===== src/rtl/wb_rr_master_arbiter.sv =====
// Round-robin arbiter that shares one Wishbone slave port between NUM_MASTERS masters.
// A grant is held for a whole CYC; a watchdog aborts stalled slave cycles with ERR.
module wb_rr_master_arbiter #(
  parameter int unsigned NUM_MASTERS    = 4,
  parameter int unsigned WB_ADDR_WIDTH  = 32,
  parameter int unsigned WB_DATA_WIDTH  = 32,
  parameter int unsigned TIMEOUT_CYCLES = 256
) (
  input  logic                                   clk_i,
  input  logic                                   rst_n_i,
  input  logic [NUM_MASTERS*WB_ADDR_WIDTH-1:0]   m_ADR,
  input  logic [NUM_MASTERS*WB_DATA_WIDTH-1:0]   m_DAT_W,
  input  logic [NUM_MASTERS*WB_DATA_WIDTH/8-1:0] m_SEL,
  input  logic [NUM_MASTERS-1:0]                 m_CYC,
  input  logic [NUM_MASTERS-1:0]                 m_STB,
  input  logic [NUM_MASTERS-1:0]                 m_WE,
  output logic [WB_DATA_WIDTH-1:0]               m_DAT_R,
  output logic [NUM_MASTERS-1:0]                 m_ACK,
  output logic [NUM_MASTERS-1:0]                 m_ERR,
  output logic [WB_ADDR_WIDTH-1:0]               s_ADR,
  output logic [WB_DATA_WIDTH-1:0]               s_DAT_W,
  output logic [WB_DATA_WIDTH/8-1:0]             s_SEL,
  output logic                                   s_CYC,
  output logic                                   s_STB,
  output logic                                   s_WE,
  input  logic [WB_DATA_WIDTH-1:0]               s_DAT_R,
  input  logic                                   s_ACK,
  input  logic                                   s_ERR,
  output logic [NUM_MASTERS-1:0]                 grant_o,
  output logic                                   timeout_o
);

  localparam int unsigned N       = NUM_MASTERS;
  localparam int unsigned AW      = WB_ADDR_WIDTH;
  localparam int unsigned DW      = WB_DATA_WIDTH;
  localparam int unsigned SW      = WB_DATA_WIDTH / 8;
  localparam int unsigned IW      = (N > 1) ? $clog2(N) : 1;
  localparam int unsigned WW      = (TIMEOUT_CYCLES == 0) ? 1 : $clog2(TIMEOUT_CYCLES + 1);
  localparam int unsigned TO_LAST = (TIMEOUT_CYCLES == 0) ? 0 : TIMEOUT_CYCLES - 1;

  typedef enum logic [1:0] {IDLE, BUSY, ABORT} state_t;

  typedef struct packed {
    logic [AW-1:0] adr;
    logic [DW-1:0] dat;
    logic [SW-1:0] sel;
    logic          we;
    logic          cyc;
    logic          stb;
  } wb_req_t;

  state_t        state_q, state_d;
  logic [N-1:0]  grant_q, grant_d;
  logic [IW-1:0] gidx_q, gidx_d;
  logic [IW-1:0] last_q, last_d;
  logic [WW-1:0] wdog_q, wdog_d;

  wb_req_t       req_sel;
  logic          win_found;
  logic [IW-1:0] win_idx;
  logic [IW-1:0] cand;
  logic          wdog_hit;

  assign m_DAT_R  = s_DAT_R;
  assign grant_o  = grant_q;
  assign wdog_hit = (TIMEOUT_CYCLES != 0) && (wdog_q == WW'(TO_LAST));

  // Request fields of the currently granted master
  always_comb begin
    req_sel = '0;
    for (int i = 0; i < int'(N); i++) begin
      if (gidx_q == IW'(i)) begin
        req_sel.adr = m_ADR[i*AW +: AW];
        req_sel.dat = m_DAT_W[i*DW +: DW];
        req_sel.sel = m_SEL[i*SW +: SW];
        req_sel.we  = m_WE[i];
        req_sel.cyc = m_CYC[i];
        req_sel.stb = m_STB[i];
      end
    end
  end

  // First requester after the last owner, wrapping modulo N
  always_comb begin
    win_found = 1'b0;
    win_idx   = '0;
    cand      = '0;
    for (int k = 1; k <= int'(N); k++) begin
      cand = IW'((int'(last_q) + k) % int'(N));
      if (!win_found && m_CYC[cand]) begin
        win_found = 1'b1;
        win_idx   = cand;
      end
    end
  end

  always_ff @(posedge clk_i or negedge rst_n_i) begin
    if (!rst_n_i) begin
      state_q <= IDLE;
      grant_q <= '0;
      gidx_q  <= '0;
      last_q  <= IW'(N - 1);
      wdog_q  <= '0;
    end else begin
      state_q <= state_d;
      grant_q <= grant_d;
      gidx_q  <= gidx_d;
      last_q  <= last_d;
      wdog_q  <= wdog_d;
    end
  end

  always_comb begin
    state_d   = state_q;
    grant_d   = grant_q;
    gidx_d    = gidx_q;
    last_d    = last_q;
    wdog_d    = '0;
    s_ADR     = '0;
    s_DAT_W   = '0;
    s_SEL     = '0;
    s_WE      = 1'b0;
    s_CYC     = 1'b0;
    s_STB     = 1'b0;
    m_ACK     = '0;
    m_ERR     = '0;
    timeout_o = 1'b0;

    unique case (state_q)
      IDLE: begin
        if (win_found) begin
          state_d = BUSY;
          gidx_d  = win_idx;
          grant_d = {{(N-1){1'b0}}, 1'b1} << win_idx;
        end
      end

      BUSY: begin
        s_ADR   = req_sel.adr;
        s_DAT_W = req_sel.dat;
        s_SEL   = req_sel.sel;
        s_WE    = req_sel.we;
        s_CYC   = req_sel.cyc;
        s_STB   = req_sel.cyc & req_sel.stb;
        if (!req_sel.cyc) begin
          state_d = IDLE;
          last_d  = gidx_q;
          grant_d = '0;
        end else if (req_sel.stb) begin
          m_ACK[gidx_q] = s_ACK;
          m_ERR[gidx_q] = s_ERR;
          // Stalled strobe: count, or abort once the budget is used up
          if (!s_ACK && !s_ERR) begin
            if (wdog_hit) begin
              m_ERR[gidx_q] = 1'b1;
              timeout_o     = 1'b1;
              state_d       = ABORT;
            end else begin
              wdog_d = wdog_q + WW'(1);
            end
          end
        end
      end

      ABORT: begin
        if (!req_sel.cyc) begin
          state_d = IDLE;
          last_d  = gidx_q;
          grant_d = '0;
        end
      end

      default: begin
        state_d = IDLE;
        grant_d = '0;
      end
    endcase
  end

endmodule

===== config.mk =====
export PLATFORM = sky130hd
export DESIGN_NAME = wb_rr_master_arbiter
export DESIGN_NICKNAME = d
export VERILOG_FILES = /design/src/rtl/wb_rr_master_arbiter.sv
export SDC_FILE = /design/constraint.sdc
export NUM_CORES = 1
export LEC_CHECK = 0
export CAP_MARGIN = 15
export CORE_AREA = 5 5 165 167
export CTS_CLUSTER_DIAMETER = 30
export DETAILED_ROUTE_END_ITERATION = 7
export DIE_AREA = 0 0 170 172
export GPL_TIMING_DRIVEN = 0
export SLEW_MARGIN = 20
export SYNTH_ARGS = -nofsm -noshare
export SYNTH_HDL_FRONTEND = slang
export SYNTH_SLANG_ARGS = --single-unit

===== constraint.sdc =====
create_clock -name clk_i -period 2 [get_ports clk_i]
set_clock_uncertainty 0.2 [all_clocks]
set_input_delay 0.3 -clock clk_i [delete_from_list [all_inputs] [get_ports clk_i]]
set_output_delay 0.3 -clock clk_i [all_outputs]
set_load 0.02 [all_outputs]

# Yosys cells after proc, flatten, opt, wreduce, memory -nomap -nowiden
# Index checks and enable logic that the tools add are counted.
dict set report totals {
  ff_bits 19
  inputBits 320
  output_inout_bits 116
  word_cells 107
}
dict set report op_classes {
  n_addsub 5
  order_cmp 6
  eq_ne 12
  shift 1
  muxes 56
  n_bitwise 5
  n_reduce_logical 17
}
# operator n
set op_table {}
lappend op_table {{$mux W71} 4}
lappend op_table {{$mux W32} 2}
lappend op_table {{$mux W9} 5}
lappend op_table {{$mux W4} 11}
lappend op_table {{$mux W2} 10}
lappend op_table {{$mux W1} 17}
lappend op_table {{$lt A2 B3 Y1 const B} 5}
lappend op_table {{$add A9 B1 Y9 const B} 1}
lappend op_table {{$eq A9 B8 Y1 const B} 1}
lappend op_table {{$ne A3 B3 Y1 const B} 3}
lappend op_table {{$and A4 B4 Y4} 2}
lappend op_table {{$bmux W1 S2} 4}
lappend op_table {{$pmux W4 S2} 1}
lappend op_table {{$eq A2 B2 Y1 const B} 3}
lappend op_table {{$ne A2 B2 Y1 const B} 3}
lappend op_table {{$pmux W2 S3} 1}
lappend op_table {{$reduce_and A2 Y1} 3}
lappend op_table {{$logic_and A1 B1 Y1} 5}
lappend op_table {{$logic_not A1 Y1} 5}
lappend op_table {{$reduce_and A5 Y1} 1}
lappend op_table {{$add A2 B1 Y2 const B} 2}
lappend op_table {{$add A2 B2 Y2 const B} 2}
lappend op_table {{$eq A2 B1 Y1 const B} 2}
lappend op_table {{$logic_not A2 Y1} 2}
lappend op_table {{7 further kinds} 7}

# Depth between registers and ports, before layout
# Gate-level depths: netlist (run 1).
dict set report depth {
  depth_word 16
  depth_mapped 8
  ltp_nobuf 6
}

# Least setup slack after synthesis (run 1)
# OpenSTA, ideal clock, no wires.
dict set report synth_path {
  path_type {reg2out}
  start {register gidx_q[0]}
  end {output port timeout_o}
  t_arrival_ps 1772
  required_ps 1500
  path_slack_ps -272
  path_stages_with_launch 7
  n_path_buf 1
  path_cell_list {dfrtp_1 buf_6 mux4_2 nand2_1 inv_1 nand2_1 nor3_1}
}
dict set report synth_between {
  elab_chain_len 8
  elab_cells_between_ends 11
  cone_classes {3 x eq/ne; 7 x mux; 1 x reduce/logical}
}
# item line
set synth_rtl {}
lappend synth_rtl {{start, declared} 54} ;# logic [IW-1:0] gidx_q, gidx_d;
lappend synth_rtl {{start signal, assigned} 107} ;# gidx_q <= gidx_d;
lappend synth_rtl {{$logic_not A2 Y1} 72} ;# if (gidx_q == IW'(i)) begin
lappend synth_rtl {{$mux W71 (3 in a row)} 72}
lappend synth_rtl {{$mux W71 *} 72}
lappend synth_rtl {{$mux W1} 149} ;# end else if (req_sel.stb) begin
lappend synth_rtl {{$mux W1 *} 145} ;# if (!req_sel.cyc) begin
lappend synth_rtl {{$mux W1 *} 129} ;# unique case (state_q)
lappend synth_rtl {{end, declared} 30} ;# output logic timeout_o
# Every way passes the cells marked *; elsewhere a longest branch is shown, timed or not.

# Worst setup path after layout (run 1)
dict set report layout_path {
  start {register gidx_q[0]}
  end {output port s_DAT_W[18]}
}
dict set report layout_between {
  elab_chain_len 6
  elab_cells_between_ends 9
  cone_classes {3 x eq/ne; 5 x mux; 1 x reduce/logical}
}
# item line
set layout_rtl {}
lappend layout_rtl {{$logic_not A2 Y1} 72}
lappend layout_rtl {{$mux W71 (3 in a row)} 72}
lappend layout_rtl {{$mux W71 *} 72}
lappend layout_rtl {{$mux W32 *} 129}
lappend layout_rtl {{end, declared} 21} ;# output logic [WB_DATA_WIDTH-1:0] s_DAT_W,
# Marked as above.

==> results.py, run 1 <==
metrics = {
    "synth": {
        "async_flop_share_pct": 100.0,
        "synth-edff-count": 0,
        "yosysUniqueCellTypes": 40,
        "synth_top_area_cell": "mux4_2",
        "syn_area_per_cell_um2": 10.89,
        "yosysWarningCount": 0,
        "postSynthCellCount": 324,
        "synth_nets": 648,
        "syn_area_mm2": 0.003527,
        "synth_seq_area_share_pct": 13.55,
        "synthTopCellsByArea": "mux4_2 (45%), and2_1 (12%), dfrtp_1 (12%)",
        "synthFlopType": "dfrtp_1",
        "ys_seq_elements": 19,
        "synth_top_area_share_pct": 44.70,
    },
    "min_path": {
        "worstHoldStart": "grant_o[2]",
        "hold_depth": 1,
        "hp-class": "reg2reg",
        "min_to": "grant_o[2]",
    },
    "floorplanning": {
        "std_cell_rows": 59,
        "fp.dieH_um": 172,
        "dieWidth_um": 170,
        "ioPinCount": 436,
        "core_mm2": 0.02562,
        "die_area_mm2": 0.02924,
        "start_util_pct": 13.77,
    },
    "setup_path": {
        "crit_fanout": 8,
        "timing.rr.end": "state_q[0]",
        "endpoint_kind": "output pin",
        "worst_ep_required_time_ns": 1.50,
        "critPathArrivalTime_ns": 1.88,
        "r2r_start": "gidx_q[0]",
        "worstSetupPathType": "reg2out",
        "cp-start-kind": "register",
        "r2r_slack_ns": -0.31,
        "r2r_cells": 9,
    },
    "flow_run": {
        "maxCapViolCount": 0,
    },
    "cells_and_area": {
        "layout_common_cells": "clkdlybuf4s50_1 (322), buf_6 (77), mux4_2 (70)",
        "n_antenna_cell": 0,
        "mostFrequentLayoutCell": "clkdlybuf4s50_1",
        "fin_nets": 1097,
        "drive_above_1_share_pct": 44.82,
        "syn2layout_area_growth_pct": 158.5,
    },
    "detailed_routing": {
        "drt_iter0_drc": 125,
        "vias_per_cell": 4.120,
        "drt-total-wl_mm": 22.84,
        "drtAntennaViolNets": 0,
        "drt_pass1_iterations": 4,
        "drcViolationCount": 0,
        "avgRoutedWirePerCell_um": 20.63,
        "num_vias": 4561,
    },
    "sta": {
        "final.setup.worst_slack_ns": -0.3849,
        "finalHoldWorstSlack_ns": 0.3014,
        "fmax_mhz": 419.3,
        "slew_viol_final": 0,
        "rsz0062_at_grt": "true",
        "tightest_slew_ns": 0.8887,
        "finalSetupViolations": 95,
        "fin_crit_sh_pct": 119.2,
        "period_minus_slack_ns": 2.385,
        "slew_headroom_pct": 40.57,
        "hold_viol": 0,
    },
    "clocking": {
        "hold_buffers": 0,
        "cts_buffers": 3,
        "cts_tree": "built",
        "path_clk_slew_ns": 0.05,
        "clk_path_buf_depth": 2,
        "cts_root_buffer": "clkbuf_16",
        "worstSkewPairLatency_ns": 0.25,
        "htreeDepth": 1,
        "clock-sinks": 19,
    },
    "outcome": {
        "violations": "negative setup slack",
        "status": "finished, violations left",
    },
    "placement": {
        "gp_congestion": 0.8550,
        "io_buffer_count": 403,
        "dpl.hpwl_mm": 18.88,
    },
    "pwr": {
        "peakVddDrop_v": 0.0006011,
        "power_density_mw_per_mm2": 1164,
        "p_total_mw": 10.61,
        "p_leak_nw": 3.629,
    },
    "global_route": {
        "grt_start_max_net_pins": 20,
        "antenna_found_initial": 2,
        "grt.total_usage_pct": 14.03,
        "grt.overflow.total": 0,
        "grt_pass1_wl_mm": 31.33,
        "first_global_vias": 4882,
    },
}
-- worst max-delay path, cell delays in order, from the launching register on --
cell and delay (ns):
dfrtp_1 0.33, buf_6 0.13, buf_12 0.16, buf_12 0.13
buf_6 0.09, mux4_2 0.49, and2_4 0.16, buf_6 0.12
-- flip-flops by register name, summed over array words and instances (netlist names) --
signal and count:
gidx_q 2, wdog_q 9, state_q 2, grant_o 4
last_q 2
-- kinds of logic (layout without fill, tap and decap cells) --
group	after synthesis	in the layout	synth area share, %
adder cells (fa/ha/maj)	4	4	1.419
buffers and inverters	65	513	11.28
AND/OR/NAND/NOR	131	131	20.57
AO/OA/AOI/OAI	23	23	5.179
flip-flops	19	19	13.55
multiplexers	76	76	46.51
XOR/XNOR	6	6	1.490
-- per-layer routing --
layer  vias up  wire length [um]  GRT usage, %
met2       215             11410         24.43
met3        17              1722         2.743
met1      2234              9508         18.82
met4         4               180         1.319
li1       2091                 -             -
met5         -                21             0
-- metrics by stage --
step	setup TNS, ns	utilization (%)	std cells	worst slack (ns)	cell area, um^2
floorplan	-0.8866	-	324	-0.02571	3578
global placement	-72.15	31.35	1062	-1.142	8031
CTS	-27.71	35.29	1104	-0.4327	9040
detailed placement	-74.70	31.35	1062	-1.190	8031
global route	-30.87	35.60	1107	-0.4299	9119
finish	-25.79	35.60	1107	-0.3849	9119
-- cell usage after synthesis, types with 4 or more instances --
| library cell | count |
|---|---|
| nand2b_1 | 5 |
| nor3_1 | 4 |
| ha_1 | 4 |
| xnor2_1 | 4 |
| nor2_1 | 26 |
| clkbuf_1 | 11 |
| mux4_2 | 70 |
| nand2_1 | 12 |
| nand3_1 | 5 |
| buf_2 | 9 |
| buf_4 | 36 |
| o21ai_0 | 5 |
| inv_1 | 7 |
| a32o_1 | 4 |
| dfrtp_1 | 17 |
| and2_1 | 69 |
-- area by class of cell --
class	count	area (um^2)
clock buffers	3	75.07
well taps	335	419.2
repair buffers	445	4572
plain buffers	57	555.5
multi-input cells	240	2985
fillers	2522	16500
flip-flops and latches	19	478.0
clock inverters	1	5.005
inverters	7	28.78
-- where the power goes --
group	leakage, nW	switching [mW]	internal [mW]	total, mW
Combinational	3.34	4.06	5.56	9.62
Sequential	0.251	0.0811	0.494	0.575
Clock	0.0409	0.149	0.268	0.417
Total	3.63	4.29	6.32	10.6
-- worst max path at each step --
stage,start,endpoint,slack (ns),cells past startpoint
finish,gidx_q[0],s_DAT_W[18],-0.38,7
global route,gidx_q[0],timeout_o,-0.43,9
CTS,gidx_q[0],s_SEL[0],-0.43,7
detailed placement,gidx_q[1],s_DAT_W[22],-1.19,6
global placement,gidx_q[1],s_DAT_W[22],-1.14,6
floorplan,gidx_q[0],s_STB,-0.03,4
-- timing repair --
item                                    4_1_cts  5_1_grt
endpoints found under the setup margin       86       99
setup buffers                                32        7
pin swaps                                    18       17
cloned                                        6        0
resized for setup                           579       38
Note: power is estimated with default switching activity, not from simulation.
==> run 2, diff against run 1 <==
--- a/config.mk
+++ b/config.mk
@@ -6,12 +6,13 @@
 export NUM_CORES = 1
 export LEC_CHECK = 0
 export CAP_MARGIN = 15
-export CORE_AREA = 5 5 165 167
+export CORE_AREA = 2 2 171 173
 export CTS_CLUSTER_DIAMETER = 30
 export DETAILED_ROUTE_END_ITERATION = 7
-export DIE_AREA = 0 0 170 172
+export DIE_AREA = 0 0 173 175
 export GPL_TIMING_DRIVEN = 0
 export SLEW_MARGIN = 20
 export SYNTH_ARGS = -nofsm -noshare
 export SYNTH_HDL_FRONTEND = slang
 export SYNTH_SLANG_ARGS = --single-unit
+export TNS_END_PERCENT = 30
==> results.py, run 2 (synthesis results as in run 1) <==
metrics = {
    "clocking": {
        "cts_tree": "built",
        "worstSkewPairLatency_ns": 0.25,
        "cts_root_buffer": "clkbuf_16",
        "clk_path_buf_depth": 2,
        "cts_buffers": 3,
        "clock-sinks": 19,
        "path_clk_slew_ns": 0.06,
        "htreeDepth": 1,
    },
    "detailed_routing": {
        "drt-total-wl_mm": 22.37,
        "vias_per_cell": 3.984,
        "dr_wl_met3_mm": 1.810,
        "num_vias": 4617,
        "drt_iter0_drc": 152,
        "drtAntennaViolNets": 0,
        "maxUsedRoutingLayer": "met5",
        "drcViolationCount": 0,
        "avgRoutedWirePerCell_um": 19.30,
        "drt_pass1_iterations": 4,
        "wirelength_met1_mm": 8.790,
        "wl_met2_mm": 11.47,
    },
    "setup_path": {
        "worst_ep_required_time_ns": 1.50,
        "r2r_start": "gidx_q[0]",
        "crit_fanout": 5,
        "cp_slowest_cell": "mux4_2",
        "slowest_delay_ns": 0.44,
        "worstSetupPathType": "reg2out",
        "cp-start-kind": "register",
        "path_cells": "buf_6 -> buf_4 -> buf_4 -> clkbuf_16 -> mux4_2 -> and2_4 -> buf_6",
        "critPathLaunch": "gidx_q[0]",
        "critPathArrivalTime_ns": 1.90,
        "endpoint_kind": "output pin",
    },
    "global_route": {
        "grt_pass1_wl_mm": 31.98,
        "antenna_found_initial": 3,
        "grt.total_usage_pct": 13.83,
        "grt_start_max_net_pins": 20,
        "grt.overflow.total": 0,
        "first_global_vias": 4849,
    },
    "floorplanning": {
        "core_mm2": 0.02839,
        "fp.dieH_um": 175,
        "dieWidth_um": 173,
        "start_util_pct": 12.42,
        "ioPinCount": 436,
        "die_area_mm2": 0.03028,
        "std_cell_rows": 62,
    },
    "pwr": {
        "power_density_mw_per_mm2": 1160,
        "p_total_mw": 10.44,
        "p_leak_nw": 3.604,
        "peakVddDrop_v": 0.0005856,
    },
    "sta": {
        "slew_viol_final": 0,
        "final.setup.worst_slack_ns": -0.4003,
        "slew_headroom_pct": 43.28,
        "fin_crit_sh_pct": 120.0,
        "fmax_mhz": 416.6,
        "period_minus_slack_ns": 2.400,
        "rsz0062_at_grt": "true",
        "hold_viol": 0,
        "tightest_slew_ns": 0.8482,
        "finalSetupViolations": 93,
        "finalHoldWorstSlack_ns": 0.2788,
        "fin_tns_setup_ns": -27.39,
    },
    "outcome": {
        "violations": "negative setup slack",
        "status": "finished, violations left",
    },
    "placement": {
        "place_ws_ns": -1.716,
        "io_buffer_count": 403,
        "gp_congestion": 0.8400,
        "dpl.hpwl_mm": 18.40,
    },
    "cells_and_area": {
        "regMostFlops": "wdog_q",
        "layout_common_cells": "clkdlybuf4s50_1 (321), buf_4 (76), mux4_2 (70)",
        "largest_reg_flops": 9,
        "syn2layout_area_growth_pct": 155.2,
        "mostFrequentLayoutCell": "clkdlybuf4s50_1",
        "drive_above_1_share_pct": 43.08,
        "fin_nets": 1098,
        "final_core_util_pct": 31.71,
    },
    "min_path": {
        "worstHoldStart": "wdog_q[0]",
        "hp-class": "reg2reg",
    },
    "flow_run": {
        "maxCapViolCount": 0,
    },
}
[run 2: what timing repair did]
action                                  CTS  global route
endpoints found under the setup margin   96            96
resized for setup                       533            46
cloned                                    4             1
pin swaps                                14             9
hold buffers                              0             0
setup buffers                            30            11
[run 2: layer usage]
metal | vias up | global-route usage [%]
met3 | 21 | 4.069
met2 | 220 | 24.60
met5 | - | 0
li1 | 2104 | -
met1 | 2270 | 16.58
met4 | 2 | 2.684
[run 2: worst max-delay path, delay by kind of cell, from the launching register on]
kind / cells / cell delay [ns]
DFF: 1 / 0.37
muxes: 1 / 0.44
and+or+nand+nor: 1 / 0.16
buffers and inverters: 5 / 0.66
[run 2: stage by stage]
step / instances / area [um^2]
after floorplan: 324 / 3568
after CTS: 1148 / 8806
after detailed placement: 1111 / 8083
after global placement: 1111 / 8083
final: 1159 / 9002
after global routing: 1158 / 9000
[run 2: worst paths after layout]
path,endpoint,slack [ns],cells past startpoint
setup / recovery,s_DAT_W[21],-0.40,7
hold / removal,wdog_q[0],0.28,1
setup reg to reg,grant_o[1],-0.15,7
hold reg to reg,wdog_q[0],0.28,1
max in group asynchronous,state_q[0],0.74,1
min in group asynchronous,wdog_q[8],0.33,1
[run 2: cell type report]
cell class              instances  area [um^2]
flip-flops and latches         19        478.0
clock inverters                 1        5.005
multi-input cells             240         2924
clock buffers                   3        75.07
inverters                       7        28.78
plain buffers                  56        545.5
diodes                          2        5.005
well taps                     384        480.5
repair buffers                447         4461
fillers                      2935        19390
[run 2: report_power, final]
part	switching [mW]	total, mW	internal, mW
Combinational	4.10	9.45	5.35
Sequential	0.0813	0.576	0.494
Clock	0.148	0.416	0.268
Total	4.33	10.4	6.12
==> run 3, diff against run 2 <==
--- a/config.mk
+++ b/config.mk
@@ -11,6 +11,7 @@
 export DETAILED_ROUTE_END_ITERATION = 7
 export DIE_AREA = 0 0 173 175
 export GPL_TIMING_DRIVEN = 0
+export PLACE_DENSITY = 0.49
 export SLEW_MARGIN = 20
 export SYNTH_ARGS = -nofsm -noshare
 export SYNTH_HDL_FRONTEND = slang
==> results.py, run 3 (synthesis results as in run 1) <==
metrics = {
    "outcome": {
        "status": "finished, violations left",
        "violations": "negative setup slack",
    },
    "detailed_routing": {
        "drtAntennaViolNets": 0,
        "drt-total-wl_mm": 23.14,
        "drcViolationCount": 0,
        "vias_per_cell": 3.897,
        "drt_iter0_drc": 132,
        "avgRoutedWirePerCell_um": 20.11,
        "num_vias": 4485,
        "drt_pass1_iterations": 4,
    },
    "cells_and_area": {
        "final-seq-area_um2": 478.0,
        "drive_above_1_share_pct": 42.56,
        "stdcell_count": 1151,
        "final_core_util_pct": 31.50,
        "fin_nets": 1091,
        "syn2layout_area_growth_pct": 153.6,
        "multiInputGateArea_mm2": 0.002915,
        "regMostFlops": "wdog_q",
        "layout_common_cells": "clkdlybuf4s50_1 (319), mux4_2 (70), buf_4 (70)",
        "largest_reg_flops": 9,
        "mostFrequentLayoutCell": "clkdlybuf4s50_1",
        "fill_cells": 2997,
    },
    "placement": {
        "dpl.hpwl_mm": 19.19,
        "place_ws_ns": -1.636,
        "dpl.cell_count": 1111,
        "io_buffer_count": 403,
        "gp_congestion": 0.8394,
    },
    "global_route": {
        "first_global_vias": 4781,
        "use_met1_pct": 17.39,
        "antenna_found_initial": 5,
        "grt.total_usage_pct": 14.45,
        "grt_start_max_net_pins": 20,
        "grt.met3_usage_pct": 3.655,
        "grt.met2_usage_pct": 26.20,
        "grt.overflow.total": 0,
        "grt.busiest_layer": "met2",
        "grt_pass1_wl_mm": 32.86,
    },
    "floorplanning": {
        "die_area_mm2": 0.03028,
        "std_cell_rows": 62,
        "dieWidth_um": 173,
        "fp.dieH_um": 175,
        "core_mm2": 0.02839,
        "ioPinCount": 436,
        "start_util_pct": 12.42,
    },
    "sta": {
        "fmax_mhz": 407.3,
        "period_minus_slack_ns": 2.455,
        "fin_crit_sh_pct": 122.8,
        "slew_headroom_pct": 38.71,
        "tightest_slew_ns": 0.9164,
        "hold_viol": 0,
        "slew_viol_final": 0,
        "final.setup.worst_slack_ns": -0.4554,
        "finalSetupViolations": 88,
        "rsz0062_at_grt": "true",
        "finalHoldWorstSlack_ns": 0.3100,
    },
    "setup_path": {
        "critPathArrivalTime_ns": 1.96,
        "worst_ep_required_time_ns": 1.50,
        "cp-start-kind": "register",
        "r2r_slack_ns": -0.15,
        "worstSetupPathType": "reg2out",
        "endpoint_kind": "output pin",
        "crit_fanout": 8,
    },
    "clocking": {
        "htreeDepth": 1,
        "cts_buffers": 3,
        "clock-sinks": 19,
        "worstSkewPairLatency_ns": 0.26,
        "hold_buffers": 0,
        "cts_root_buffer": "clkbuf_16",
        "path_clk_slew_ns": 0.05,
        "clk_path_buf_depth": 2,
        "cts_tree": "built",
    },
    "pwr": {
        "p_leak_nw": 3.519,
        "peakVddDrop_v": 0.0004709,
        "power_density_mw_per_mm2": 1151,
        "p_total_mw": 10.29,
    },
    "min_path": {
        "hp-class": "reg2reg",
    },
    "flow_run": {
        "maxCapViolCount": 0,
    },
}
run 3: cell types whose count changed in the layout (fill, tap and decap cells not counted), sizes merged:
| cell | previous run | this run |
|---|---|---|
| buf | 169 | 159 |
| clkdlybuf4s15 | 0 | 2 |
| clkdlybuf4s50 | 321 | 319 |
| dlygate4sd2 | 2 | 4 |
| clkbuf | 14 | 15 |
| diode | 2 | 1 |
run 3: critical path: stages, from the launching register on:
cell and delay [ns]:
dfrtp_1 0.37, buf_12 0.17, buf_16 0.17, buf_12 0.14, mux4_2 0.53, and2_4 0.18, buf_6 0.12
run 3: final cells by class:
| class | instances | area share [%] |
|---|---|---|
| timing repair buffer | 439 | 48.87 |
| multi-input combinational | 240 | 32.59 |
| buffer | 57 | 6.602 |
| tap | 384 | 5.371 |
| sequential | 19 | 5.343 |
| clock buffer | 3 | 0.8393 |
| inverter | 7 | 0.2937 |
| clock inverter | 1 | 0.05595 |
| antenna | 1 | 0.02798 |
run 3: power breakdown:
group          internal, mW  total [mW]  leakage, nW  switching, mW
Sequential            0.494       0.578        0.251         0.0834
Combinational          5.24        9.29         3.23           4.05
Clock                 0.269       0.423       0.0409          0.155
run 3: per-layer routing:
layer | vias up | share of wire, %
met5 | - | 0.21
li1 | 2086 | -
met2 | 191 | 52
met1 | 2177 | 40
met3 | 23 | 6.8
met4 | 8 | 1.1
run 3: through the flow:
step	cell area, um^2	TNS (ns)
floorplan	3568	-1.033
detailed placement	8083	-86.23
global placement	8083	-86.97
finish	8945	-28.62
global route	8945	-33.98
CTS	8816	-32.31
run 3: path summary, 6_finish.rpt:
kind | start | to | cells after the start
max reg2reg | gidx_q[0] | grant_o[3] | 6
min | grant_o[1] | grant_o[1] | 1
min in group asynchronous | rst_n_i | wdog_q[1] | 1
max in group asynchronous | rst_n_i | grant_o[0] | 1
min reg2reg | grant_o[1] | grant_o[1] | 1
max | gidx_q[0] | s_ADR[29] | 6
run 3: timing repair:
action                                  4_1_cts  5_1_grt
pin swaps                                    13        6
gates resized for setup                     470      115
setup buffers                                26        9
endpoints found under the setup margin       97       91
cloned                                        5        1
hold endpoints to repair                      0        0
